## config.mk

```make
export PLATFORM = sky130hd
export DESIGN_NAME = maquina_vendas_param
export DESIGN_NICKNAME = d
export VERILOG_FILES = /design/src/rtl/maquina_vendas_param.sv
export SDC_FILE = /design/constraint.sdc
export NUM_CORES = 1
export LEC_CHECK = 0
export CAP_MARGIN = 20
export CORE_MARGIN = 1.5
export CORE_UTILIZATION = 45
export CTS_CLUSTER_DIAMETER = 100
export DETAILED_ROUTE_END_ITERATION = 6
export HOLD_SLACK_MARGIN = 0.15
export SYNTH_ARGS = -nofsm -noshare
export SYNTH_HDL_FRONTEND = slang
export SYNTH_SLANG_ARGS = --single-unit
```

## constraint.sdc

```tcl
create_clock -name clk -period 8.3 [get_ports clk]
set_clock_uncertainty 0.1 [all_clocks]
set_input_delay 1.66 -clock clk [delete_from_list [all_inputs] [get_ports clk]]
set_output_delay 1.66 -clock clk [all_outputs]
set_load 0.05 [all_outputs]
```

## src/rtl/maquina_vendas_param.sv

```systemverilog
// maquina_vendas_param: parametrised vending controller core.
// Holds a writable price table, a saturating credit accumulator and an
// inactivity timer driven by a 1 Hz enable. Change is handed out one unit
// at a time over a ready/valid stream.
module maquina_vendas_param #(
    parameter int SEL_W         = 4,
    parameter int CRED_W        = 8,
    parameter int TIMEOUT_TICKS = 15,
    parameter int DEFAULT_PRICE = 3
) (
    input  logic              clk,
    input  logic              reset_n,
    input  logic              tick,
    input  logic              key_valid,
    input  logic [SEL_W-1:0]  key_code,
    input  logic              coin_valid,
    input  logic [CRED_W-1:0] coin_value,
    input  logic              cancel,
    input  logic              price_we,
    input  logic [SEL_W-1:0]  price_addr,
    input  logic [CRED_W-1:0] price_data,
    input  logic              change_ready,
    output logic              change_valid,
    output logic              dispense,
    output logic [SEL_W-1:0]  disp_prod,
    output logic              invalid_sel,
    output logic              coin_reject,
    output logic [CRED_W-1:0] credit,
    output logic [1:0]        estado
);

    localparam int DEPTH = 2 ** SEL_W;
    localparam int TIM_W = (TIMEOUT_TICKS < 1) ? 1 : $clog2(TIMEOUT_TICKS + 1);
    localparam logic [TIM_W-1:0]  TIMEOUT_VAL = TIM_W'(TIMEOUT_TICKS);
    localparam logic [CRED_W-1:0] RESET_PRICE = CRED_W'(DEFAULT_PRICE);
    localparam logic [CRED_W-1:0] CREDIT_MAX  = {CRED_W{1'b1}};

    typedef enum logic [1:0] {
        IDLE     = 2'b00,
        PAY      = 2'b01,
        DISPENSE = 2'b10,
        REFUND   = 2'b11
    } state_t;

    state_t            state, state_nxt;
    logic [CRED_W-1:0] credit_r, credit_nxt;
    logic [SEL_W-1:0]  sel_r, sel_nxt;
    logic [CRED_W-1:0] price_lat, price_lat_nxt;
    logic [TIM_W-1:0]  timer, timer_nxt;
    logic              invalid_r, invalid_nxt;
    logic              reject_r, reject_nxt;

    logic [CRED_W-1:0] price_table [DEPTH];
    logic [CRED_W-1:0] key_price;
    logic [CRED_W:0]   credit_sum;
    logic [CRED_W-1:0] credit_sat;

    // A price of zero marks the product as absent.
    assign key_price = price_table[key_code];

    // Coins add into credit; anything above the maximum is silently dropped.
    assign credit_sum = {1'b0, credit_r} + {1'b0, coin_value};
    assign credit_sat = credit_sum[CRED_W] ? CREDIT_MAX : credit_sum[CRED_W-1:0];

    // Price table: all entries return to the default price on reset, and
    // writes are accepted in every state.
    always_ff @(posedge clk or negedge reset_n) begin
        if (!reset_n) begin
            for (int i = 0; i < DEPTH; i++) begin
                price_table[i] <= RESET_PRICE;
            end
        end else if (price_we) begin
            price_table[price_addr] <= price_data;
        end
    end

    // State register.
    always_ff @(posedge clk or negedge reset_n) begin
        if (!reset_n) begin
            state <= IDLE;
        end else begin
            state <= state_nxt;
        end
    end

    // Next-state and datapath decisions; PAY judges the registered credit,
    // so a coin accepted this cycle is weighed against the price next cycle.
    always_comb begin
        state_nxt     = state;
        credit_nxt    = credit_r;
        sel_nxt       = sel_r;
        price_lat_nxt = price_lat;
        timer_nxt     = '0;
        invalid_nxt   = 1'b0;
        reject_nxt    = 1'b0;

        case (state)
            IDLE: begin
                if (coin_valid) begin
                    credit_nxt = credit_sat;
                end
                if (key_valid) begin
                    if (key_price == '0) begin
                        invalid_nxt = 1'b1;
                    end else begin
                        sel_nxt       = key_code;
                        price_lat_nxt = key_price;
                        state_nxt     = PAY;
                    end
                end
                if (state_nxt == IDLE && cancel && credit_r != '0) begin
                    state_nxt = REFUND;
                end
            end

            PAY: begin
                if (coin_valid) begin
                    credit_nxt = credit_sat;
                end
                if (credit_r >= price_lat) begin
                    state_nxt = DISPENSE;
                end else if (cancel) begin
                    state_nxt = REFUND;
                end else if (timer >= TIMEOUT_VAL) begin
                    state_nxt = REFUND;
                end else begin
                    // Still waiting: a new key reselects, activity restarts
                    // the inactivity count, otherwise ticks advance it.
                    timer_nxt = timer;
                    if (key_valid) begin
                        timer_nxt = '0;
                        if (key_price == '0) begin
                            invalid_nxt = 1'b1;
                        end else begin
                            sel_nxt       = key_code;
                            price_lat_nxt = key_price;
                        end
                    end else if (coin_valid) begin
                        timer_nxt = '0;
                    end else if (tick) begin
                        timer_nxt = timer + 1'b1;
                    end
                end
            end

            DISPENSE: begin
                reject_nxt = coin_valid;
                credit_nxt = credit_r - price_lat;
                state_nxt  = (credit_r != price_lat) ? REFUND : IDLE;
            end

            REFUND: begin
                reject_nxt = coin_valid;
                if (credit_r == '0) begin
                    state_nxt = IDLE;
                end else if (change_ready) begin
                    credit_nxt = credit_r - 1'b1;
                end
            end

            default: begin
                state_nxt = IDLE;
            end
        endcase
    end

    // Datapath registers; reset throws away any credit held.
    always_ff @(posedge clk or negedge reset_n) begin
        if (!reset_n) begin
            credit_r  <= '0;
            sel_r     <= '0;
            price_lat <= '0;
            timer     <= '0;
            invalid_r <= 1'b0;
            reject_r  <= 1'b0;
        end else begin
            credit_r  <= credit_nxt;
            sel_r     <= sel_nxt;
            price_lat <= price_lat_nxt;
            timer     <= timer_nxt;
            invalid_r <= invalid_nxt;
            reject_r  <= reject_nxt;
        end
    end

    // Output decode: dispense lasts exactly the one DISPENSE cycle.
    always_comb begin
        dispense     = (state == DISPENSE);
        disp_prod    = (state == DISPENSE) ? sel_r : '0;
        change_valid = (state == REFUND) && (credit_r != '0);
        invalid_sel  = invalid_r;
        coin_reject  = reject_r;
        credit       = credit_r;
        estado       = state;
    end

endmodule

```

======== After elaboration in Yosys (flattened, before gate mapping) ========
Cells that the tools add are included.
word-level totals
  flip-flop bits (word level) ............. 156
  logic and storage cells ................. 110
cells by class
  mux-type cells .......................... 48
  reduce and logical (&&, ||, !) cells .... 15
  add/subtract/negate cells ............... 4
  equal/unequal tests ..................... 13
  magnitude comparators ................... 5
  bitwise operators ....................... 2
operators with widths
  cell                                                                           count
  128-bit bitwise mux                                                            1
  8-bit 2-to-1 mux                                                               12
  4-bit 2-to-1 mux                                                               13
  8-bit binary-select mux with 4-bit select                                      1
  8-bit demux with 4-bit select                                                  1
  8-bit one-hot mux with 3 select lines                                          1
  2-bit 2-to-1 mux                                                               9
  8-bit zero test                                                                2
  8-bit one-hot mux with 2 select lines                                          1
  2-bit != test (second input constant)                                          6
  5-bit >= comparator (second input constant)                                    2
  4-bit NOT with 5-bit output                                                    2
  8-bit by 8-bit adder with 9-bit output                                         1
  8-bit >= comparator                                                            1
  8-bit != test                                                                  1
  2-bit one-hot mux with 4 select lines                                          1
  4-bit one-hot mux with 2 select lines                                          1
  8-bit nonzero test                                                             1
  8-bit by 1-bit subtractor with 8-bit output (second input constant)            1
  8-bit subtractor                                                               1
  7-bit != test (second input constant)                                          1
  1-bit 2-to-1 mux                                                               6
  5-bit by 1-bit less-than comparator with 1-bit output (second input constant)  1
  4-bit by 1-bit adder with 4-bit output (second input constant)                 1
  other kinds (13)                                                               19

======== Longest topological paths before layout ========
Gate-level depths: netlist (run 1).
  word-level depth ........................ 13
  gate-level depth with buffers ........... 12
  gate-level depth less buffers ........... 11

======== Worst setup path after synthesis (run 1) ========
No wires, ideal clock.
  path kind ............................... input to register
  start point ............................. input port key_code[1]
  end point ............................... register price_lat[0]
  stages .................................. 10
  library setup time ...................... 0.125 ns
  required time ........................... 8.075 ns
  slack ................................... 4.306 ns
  data arrival time ....................... 3.769 ns
  cells stage by stage .................... clkbuf_1 -> clkbuf_1 -> mux4_2 -> a22oi_1 -> nand2_1 -> nor4_1 -> nand2_1 -> nand4_2 -> buf_6 -> mux2_4
between the ends
  longest elaborated chain between the ends .. 11
RTL lines
  what                                                      RTL line  text
  start, declared                                           15        input logic [SEL_W-1:0] key_code,
  4-bit NOT with 5-bit output (not written as such) (*)     59        assign key_price = price_table[key_code];
  8-bit binary-select mux with 4-bit select (*)             59
  8-bit 2-to-1 mux (not written as such) (*) (2 in series)  59
  8-bit zero test                                           103, 132
  8-bit 2-to-1 mux (*)                                      103, 132
  8-bit 2-to-1 mux (*)                                      130       if (key_valid) begin
  8-bit 2-to-1 mux                                          124       end else if (timer >= TIMEOUT_VAL) begin
  8-bit 2-to-1 mux                                          122       end else if (cancel) begin
  8-bit 2-to-1 mux                                          120       if (credit_r >= price_lat) begin
  8-bit one-hot mux with 2 select lines (*)                 97        case (state)
  end signal, assigned                                      179       price_lat <= price_lat_nxt;
  end, declared                                             48        logic [CRED_W-1:0] price_lat, price_lat_nxt;
Mark *: on every way between the ends. The rest lies on a longest branch, timed or not. The select of a mux whose other input is x is not followed.
A chain may end at the register's enable or synchronous reset.

======== Final worst setup path (run 1) ========
  start point ............................. register credit_r[1], in the netlist credit[1]
  end point ............................... output port change_valid
between the ends
  longest elaborated chain between the ends .. 2
RTL lines
  what                    RTL line  text
  start, declared         46        logic [CRED_W-1:0] credit_r, credit_nxt;
  start signal, assigned  177       credit_r <= credit_nxt;
  8-bit nonzero test      190       change_valid = (state == REFUND) && (credit_r != '0);
  1-bit logical AND       190
  end, declared           23        output logic change_valid,
Every way passes these cells.

==> flow_metrics.py, run 1 <==
metrics = {
    "status": {
        "status": "finished, final reports clean",
    },
    "setup_path": {
        "start_kind": "register",
        "crit_fanout": 7,
        "cp_top_family": "simple AND/OR/NAND/NOR gates",
        "r2r_slack_ns": 4.85,
        "reg2reg_depth": 9,
        "crit_start": "credit[1]$_DFFE_PN0P_",
        "end_kind": "output port",
        "critPathBufInv": 2,
        "cp.arrival_ns": 3.06,
        "regToRegStartpoint": "credit[1]$_DFFE_PN0P_",
        "critPathMaxStageDelay_ns": 0.72,
        "worstPathCellList": "inv_1, ha_1, nor3b_1, nand2_1, nor3_1, nor2_1, clkdlybuf4s50_1",
        "crit_slowest_cell": "clkdlybuf4s50_1",
        "cp_data_required_time_ns": 6.54,
        "r2r-end": "credit[7]$_DFFE_PN0P_",
        "path_class": "reg2out",
    },
    "power": {
        "p_int_w": 0.00194,
        "pwr-share-seq_pct": 38.3,
        "clock_power_share_pct": 24.9,
        "ir_worst_vdd_v": 0.000243,
        "p_leak_nw": 3.93,
        "p_sw_w": 0.00107,
        "p_comb_share_pct": 36.8,
        "powerDensity_mw_per_mm2": 324,
        "switching_share_pct": 35.5,
    },
    "yosys": {
        "synth_top_area_share_pct": 38.6,
        "ys.warnings.count": 0,
        "synth_seq_cells": 156,
        "post-synth-top-count-cell": "mux2_2",
        "ys_types": 55,
        "synth_edf_count": 0,
        "synth_fp_nets": 655,
        "syn_avg_cell_area_sq_um": 13.3,
        "synth_ff_type": "dfrtp_1",
        "syn_inst": 603,
        "async_flop_share_pct": 100,
        "synth.yosys.seq_area_share_pct": 49.0,
        "synth.cell_area_sq_mm": 0.00805,
        "yosysTopAreaCell": "dfrtp_1",
        "synthTopCellsByArea": "dfrtp_1, mux2_2, dfstp_2",
        "synth.top_cells.by_count": "mux2_2, dfrtp_1, dfstp_2, nor2_1, nand2_1",
    },
    "timing": {
        "setup_tns_ns": 0,
        "hold_ws_ns": 0.402,
        "timing.final.crit_share_pct": 58.1,
        "hold_viol": 0,
        "fmaxAchievable_mhz": 207,
        "timing.final.max_slew_violations": 0,
        "tightest_slew_ns": 1.09,
        "final-setup-viol-count": 0,
        "period_minus_slack_ns": 4.82,
        "maxSlewHeadroom_pct": 27.5,
        "rsz0062_at_grt": "no",
    },
    "die": {
        "die_h_um": 137,
        "core_sq_mm": 0.0174,
        "placementRows": 48,
        "start_util_pct": 46.2,
        "die-area_sq_mm": 0.0187,
        "die_x_um": 137,
        "io_pins": 50,
    },
    "clock_network": {
        "clock_sinks": 156,
        "clock_latency_ns": 0.42,
        "cts_tree": "done",
        "cts_made_buffers": 17,
        "hold_buffers": 0,
        "clockBufferDepth": 2,
        "path_clk_slew_ns": 0.07,
        "cts_setup_buffers": 0,
        "cts_resized": 0,
        "root_buffer": "clkbuf_16",
        "htree_levels": 4,
    },
    "cells_and_area": {
        "drive_gt1_share_pct": 36.4,
        "area_growth_pct": 15.3,
        "diodes": 0,
        "nets": 695,
    },
    "global_route": {
        "first_global_vias": 5408,
        "antenna_found_initial": 0,
        "grt.overflow.total": 0,
        "grt_usage_pct": 21.0,
        "grt_max_degree": 86,
        "grt_pass1_wl_um": 29500,
    },
    "run": {
        "maxCapViolCount": 0,
    },
    "min_path": {
        "worstHoldPathCells": 1,
        "holdCritPathClass": "reg2reg",
        "hold_end": "price_table[31]$_DFFE_PN0P_",
        "worstHoldStart": "price_table[31]$_DFFE_PN0P_",
    },
    "place": {
        "numPortBuffers": 49,
        "hpwlAfterDp_um": 12100,
        "gp_congestion": 0.824,
    },
    "routing": {
        "drt_wl_total_um": 18100,
        "detail-route-antenna-nets": 0,
        "wl_met1_um": 8010,
        "dr.pass1.iters": 4,
        "route.met2.wl_um": 8900,
        "drt_iter0_drc": 200,
        "highest_layer": "met4",
        "wl_met3_um": 844,
        "drc": 0,
        "wire_per_inst_um": 20.5,
        "vias_per_cell": 5.81,
        "num_vias": 5118,
    },
}
-- cell families (layout without fill, tap and decap cells) --
group | Yosys count | count (layout) | share of synthesized area [%]
adders and majority gates | 20 | 20 | 3.30
DFF | 156 | 156 | 49.0
and+or+nand+nor | 110 | 110 | 7.07
xor gates and xnor gates | 13 | 13 | 1.41
muxes | 176 | 176 | 29.8
AOI/OAI and AO/OA | 75 | 75 | 6.40
buffers and inverters | 53 | 106 | 2.97
-- stage by stage --
| step | util [%] | power [W] | instances | setup slack (ns) | instance area, sq um |
|---|---|---|---|---|---|
| floorplan | - | 0.00196 | 603 | 4.31 | 8050 |
| global placement | 49.8 | 0.00223 | 848 | 3.51 | 8680 |
| detailed placement | 49.8 | 0.00227 | 848 | 3.46 | 8680 |
| CTS | 53.1 | 0.00303 | 880 | 3.46 | 9250 |
| global route | 53.3 | 0.00320 | 881 | 3.14 | 9280 |
| finish | 53.3 | 0.00301 | 881 | 3.48 | 9280 |
-- worst max-delay path by stage --
stage	to	slack (ns)	cells past startpoint
after floorplan	price_lat[0]$_DFFE_PN0P_	4.31	10
after global placement	price_lat[7]$_DFFE_PN0P_	3.51	9
after detailed placement	price_lat[7]$_DFFE_PN0P_	3.46	9
after CTS	change_valid	3.46	7
after global routing	change_valid	3.14	7
final	change_valid	3.48	7
-- power by group through the flow --
| stage | Combinational (W) | Sequential [W] | Clock [W] |
|---|---|---|---|
| finish | 0.00111 | 0.00115 | 0.000749 |
| global route | 0.00122 | 0.00118 | 0.000803 |
| CTS | 0.00111 | 0.00115 | 0.000764 |
| detailed placement | 0.00111 | 0.00116 | 0 |
| global placement | 0.00108 | 0.00115 | 0 |
| floorplan | 0.000792 | 0.00117 | 0 |
-- layout make-up --
| type | count | area (sq um) |
|---|---|---|
| sequential | 156 | 3940 |
| timing repair buffer | 53 | 537 |
| fill | 1449 | 8140 |
| clock buffer | 19 | 464 |
| clock inverter | 13 | 108 |
| multi-input combinational | 394 | 3870 |
| inverter | 21 | 78.8 |
| tap | 225 | 282 |
-- cell usage in the layout (no fill, tap or decap), drive strengths merged, types with 17 or more instances in the layout --
master / n
o21ai: 19
nand2: 27
inv: 25
clkbuf: 19
clkdlybuf4s50: 47
ha: 18
dfstp: 32
mux4: 32
dfrtp: 124
a22oi: 17
mux2: 141
nor2: 32
-- metal layers --
metal,up-vias,track usage (%)
met5,-,0
met4,0,6.50
met3,21,5.48
met2,128,34.5
met1,2645,27.3
li1,2324,-
-- flip-flops by register name, summed over array words and instances (netlist names) --
| register | count |
|---|---|
| sel_r | 4 |
| credit | 8 |
| price_table | 128 |
| estado | 2 |
| invalid_sel | 1 |
| timer | 4 |
| coin_reject | 1 |
| price_lat | 8 |
(Power assumes the default switching activity.)
==> inputs of run 2 (changes only) <==
==> constraint.sdc (replaced) <==
create_clock -name clk -period 4.9 [get_ports clk]
set_clock_uncertainty 0.1 [all_clocks]
set_input_delay 0.98 -clock clk [delete_from_list [all_inputs] [get_ports clk]]
set_output_delay 0.98 -clock clk [all_outputs]
set_load 0.05 [all_outputs]
==> run 2 against run 1 <==
Register-to-register slack lost 3.4 ns; clock-buffer cell count is the same; global-route usage shrank 0.15 points; critical path type unchanged; critical endpoint unchanged; highest routed layer unchanged.
==> flow_metrics.py, run 2 (synthesis results as in run 1) <==
metrics = {
    "status": {
        "status": "finished, final reports clean",
    },
    "setup_path": {
        "critPathMaxStageDelay_ns": 0.72,
        "start_kind": "register",
        "crit_slowest_cell": "clkdlybuf4s50_1",
        "cp.arrival_ns": 3.09,
        "end_kind": "output port",
        "reg2reg_depth": 11,
        "path_class": "reg2out",
        "crit_fanout": 7,
        "r2r_slack_ns": 1.42,
        "worstPathCellList": "inv_1, ha_1, nor3b_1, nand2_1, nor3_1, nor2_1, clkdlybuf4s50_1",
        "r2r-end": "price_lat[5]$_DFFE_PN0P_",
        "cp_data_required_time_ns": 3.82,
        "regToRegStartpoint": "credit[0]$_DFFE_PN0P_",
        "cp_top_family": "simple AND/OR/NAND/NOR gates",
        "critPathBufInv": 2,
    },
    "die": {
        "start_util_pct": 46.2,
        "core_sq_mm": 0.0174,
        "die_x_um": 137,
        "placementRows": 48,
        "io_pins": 50,
        "die-area_sq_mm": 0.0187,
        "die_h_um": 137,
    },
    "clock_network": {
        "hold_buffers": 0,
        "root_buffer": "clkbuf_16",
        "cts_setup_buffers": 0,
        "cts_resized": 0,
        "path_clk_slew_ns": 0.06,
        "clockBufferDepth": 2,
        "clock_sinks": 156,
        "cts_made_buffers": 17,
        "cts_tree": "done",
        "clock_latency_ns": 0.43,
        "htree_levels": 4,
    },
    "global_route": {
        "first_global_vias": 5152,
        "grt_max_degree": 109,
        "antenna_found_initial": 0,
        "grt.overflow.total": 0,
        "grt_usage_pct": 20.9,
        "grt_pass1_wl_um": 28800,
    },
    "timing": {
        "tightest_slew_ns": 1.10,
        "timing.final.crit_share_pct": 85.1,
        "final-setup-viol-count": 0,
        "maxSlewHeadroom_pct": 26.2,
        "hold_viol": 0,
        "rsz0062_at_grt": "no",
        "setup_tns_ns": 0,
        "fmaxAchievable_mhz": 240,
        "period_minus_slack_ns": 4.17,
        "timing.final.max_slew_violations": 0,
    },
    "place": {
        "dpl.cell_count": 851,
        "hpwlAfterDp_um": 12300,
        "gp_congestion": 0.806,
        "numPortBuffers": 49,
    },
    "min_path": {
        "worstHoldStart": "price_table[79]$_DFFE_PN0P_",
        "hold_end": "price_table[79]$_DFFE_PN0P_",
        "holdCritPathClass": "reg2reg",
        "worstHoldPathCells": 1,
    },
    "routing": {
        "num_vias": 5095,
        "drt_iter0_drc": 265,
        "dr.pass1.iters": 5,
        "drc": 0,
        "detail-route-antenna-nets": 0,
        "wire_per_inst_um": 20.3,
        "vias_per_cell": 5.77,
        "drt_wl_total_um": 17900,
    },
    "power": {
        "clock_power_share_pct": 25.3,
        "powerDensity_mw_per_mm2": 550,
        "pwr-share-seq_pct": 38.2,
        "p_comb_share_pct": 36.5,
        "ir_worst_vdd_v": 0.000576,
        "p_int_w": 0.00335,
        "p_sw_w": 0.00176,
        "p_leak_nw": 3.93,
        "switching_share_pct": 34.5,
    },
    "cells_and_area": {
        "nets": 697,
        "regMostFlops": "price_table",
        "layout.cells.most_common": "mux2_2",
        "diodes": 0,
        "layout_common_cells": "mux2_2, dfrtp_1, clkdlybuf4s50_1",
        "area_growth_pct": 15.4,
        "final_core_util_pct": 53.3,
        "drive_gt1_share_pct": 36.5,
        "largest_reg_flops": 128,
        "finalNonFillerCells": 883,
    },
    "run": {
        "maxCapViolCount": 0,
    },
}
[run 2: cell count changes in the layout (fill, tap and decap cells not counted), sizes merged]
cell	change
buf	+2
bufinv	+2
clkinv	-2
clkinvlp	+2
inv	-2
[run 2: power groups by stage]
stage | combinational [W] | clock [W] | sequential [W]
5_1_grt | 0.00206 | 0.00138 | 0.00200
6_report | 0.00187 | 0.00129 | 0.00195
3_5_place_dp | 0.00187 | 0 | 0.00198
3_3_place_gp | 0.00183 | 0 | 0.00195
4_1_cts | 0.00188 | 0.00132 | 0.00195
2_1_floorplan | 0.00134 | 0 | 0.00198
[run 2: worst reg2reg max path: stages (launching register included)]
cell,delay (ns)
dfrtp_1,0.45
inv_1,0.13
ha_1,0.18
inv_1,0.05
fa_1,0.40
a21o_1,0.18
a21oi_1,0.27
o21a_1,0.18
nor2_1,0.06
o21ai_0,0.39
nand4_2,0.52
mux2_4,0.46
[run 2: metrics by stage]
| step | instance area [sq um] | power (W) | setup slack [ns] | hold slack [ns] |
|---|---|---|---|---|
| after detailed placement | 8700 | 0.00384 | 0.795 | 0.386 |
| final | 9290 | 0.00511 | 0.730 | 0.402 |
| after floorplan | 8050 | 0.00332 | 1.59 | 0.371 |
| after global placement | 8700 | 0.00378 | 0.789 | 0.379 |
| after CTS | 9290 | 0.00515 | 0.736 | 0.400 |
| after global routing | 9290 | 0.00544 | 0.504 | 0.412 |
[run 2: final cells by class]
type,count,area (sq um)
clock buffer,19,443
clock inverter,13,143
fill,1482,8130
inverter,21,78.8
multi-input combinational,394,3870
sequential,156,3940
tap,225,282
timing repair buffer,55,532
[run 2: worst max path at each step]
stage / from / end / slack [ns] / cells past startpoint
after floorplan: key_code[1] / price_lat[0]$_DFFE_PN0P_ / 1.59 / 10
after global placement: key_code[1] / price_lat[7]$_DFFE_PN0P_ / 0.79 / 9
after detailed placement: key_code[1] / price_lat[7]$_DFFE_PN0P_ / 0.80 / 9
after CTS: credit[1]$_DFFE_PN0P_ / change_valid / 0.74 / 7
after global routing: credit[1]$_DFFE_PN0P_ / change_valid / 0.50 / 7
final: credit[1]$_DFFE_PN0P_ / change_valid / 0.73 / 7
[run 2: routing by layer]
layer | part of all wire (%) | global-route usage, %
met1 | 46 | 28.2
met4 | 1.4 | 5.91
met2 | 49 | 34.4
met5 | 0 | 0
met3 | 3.8 | 3.93
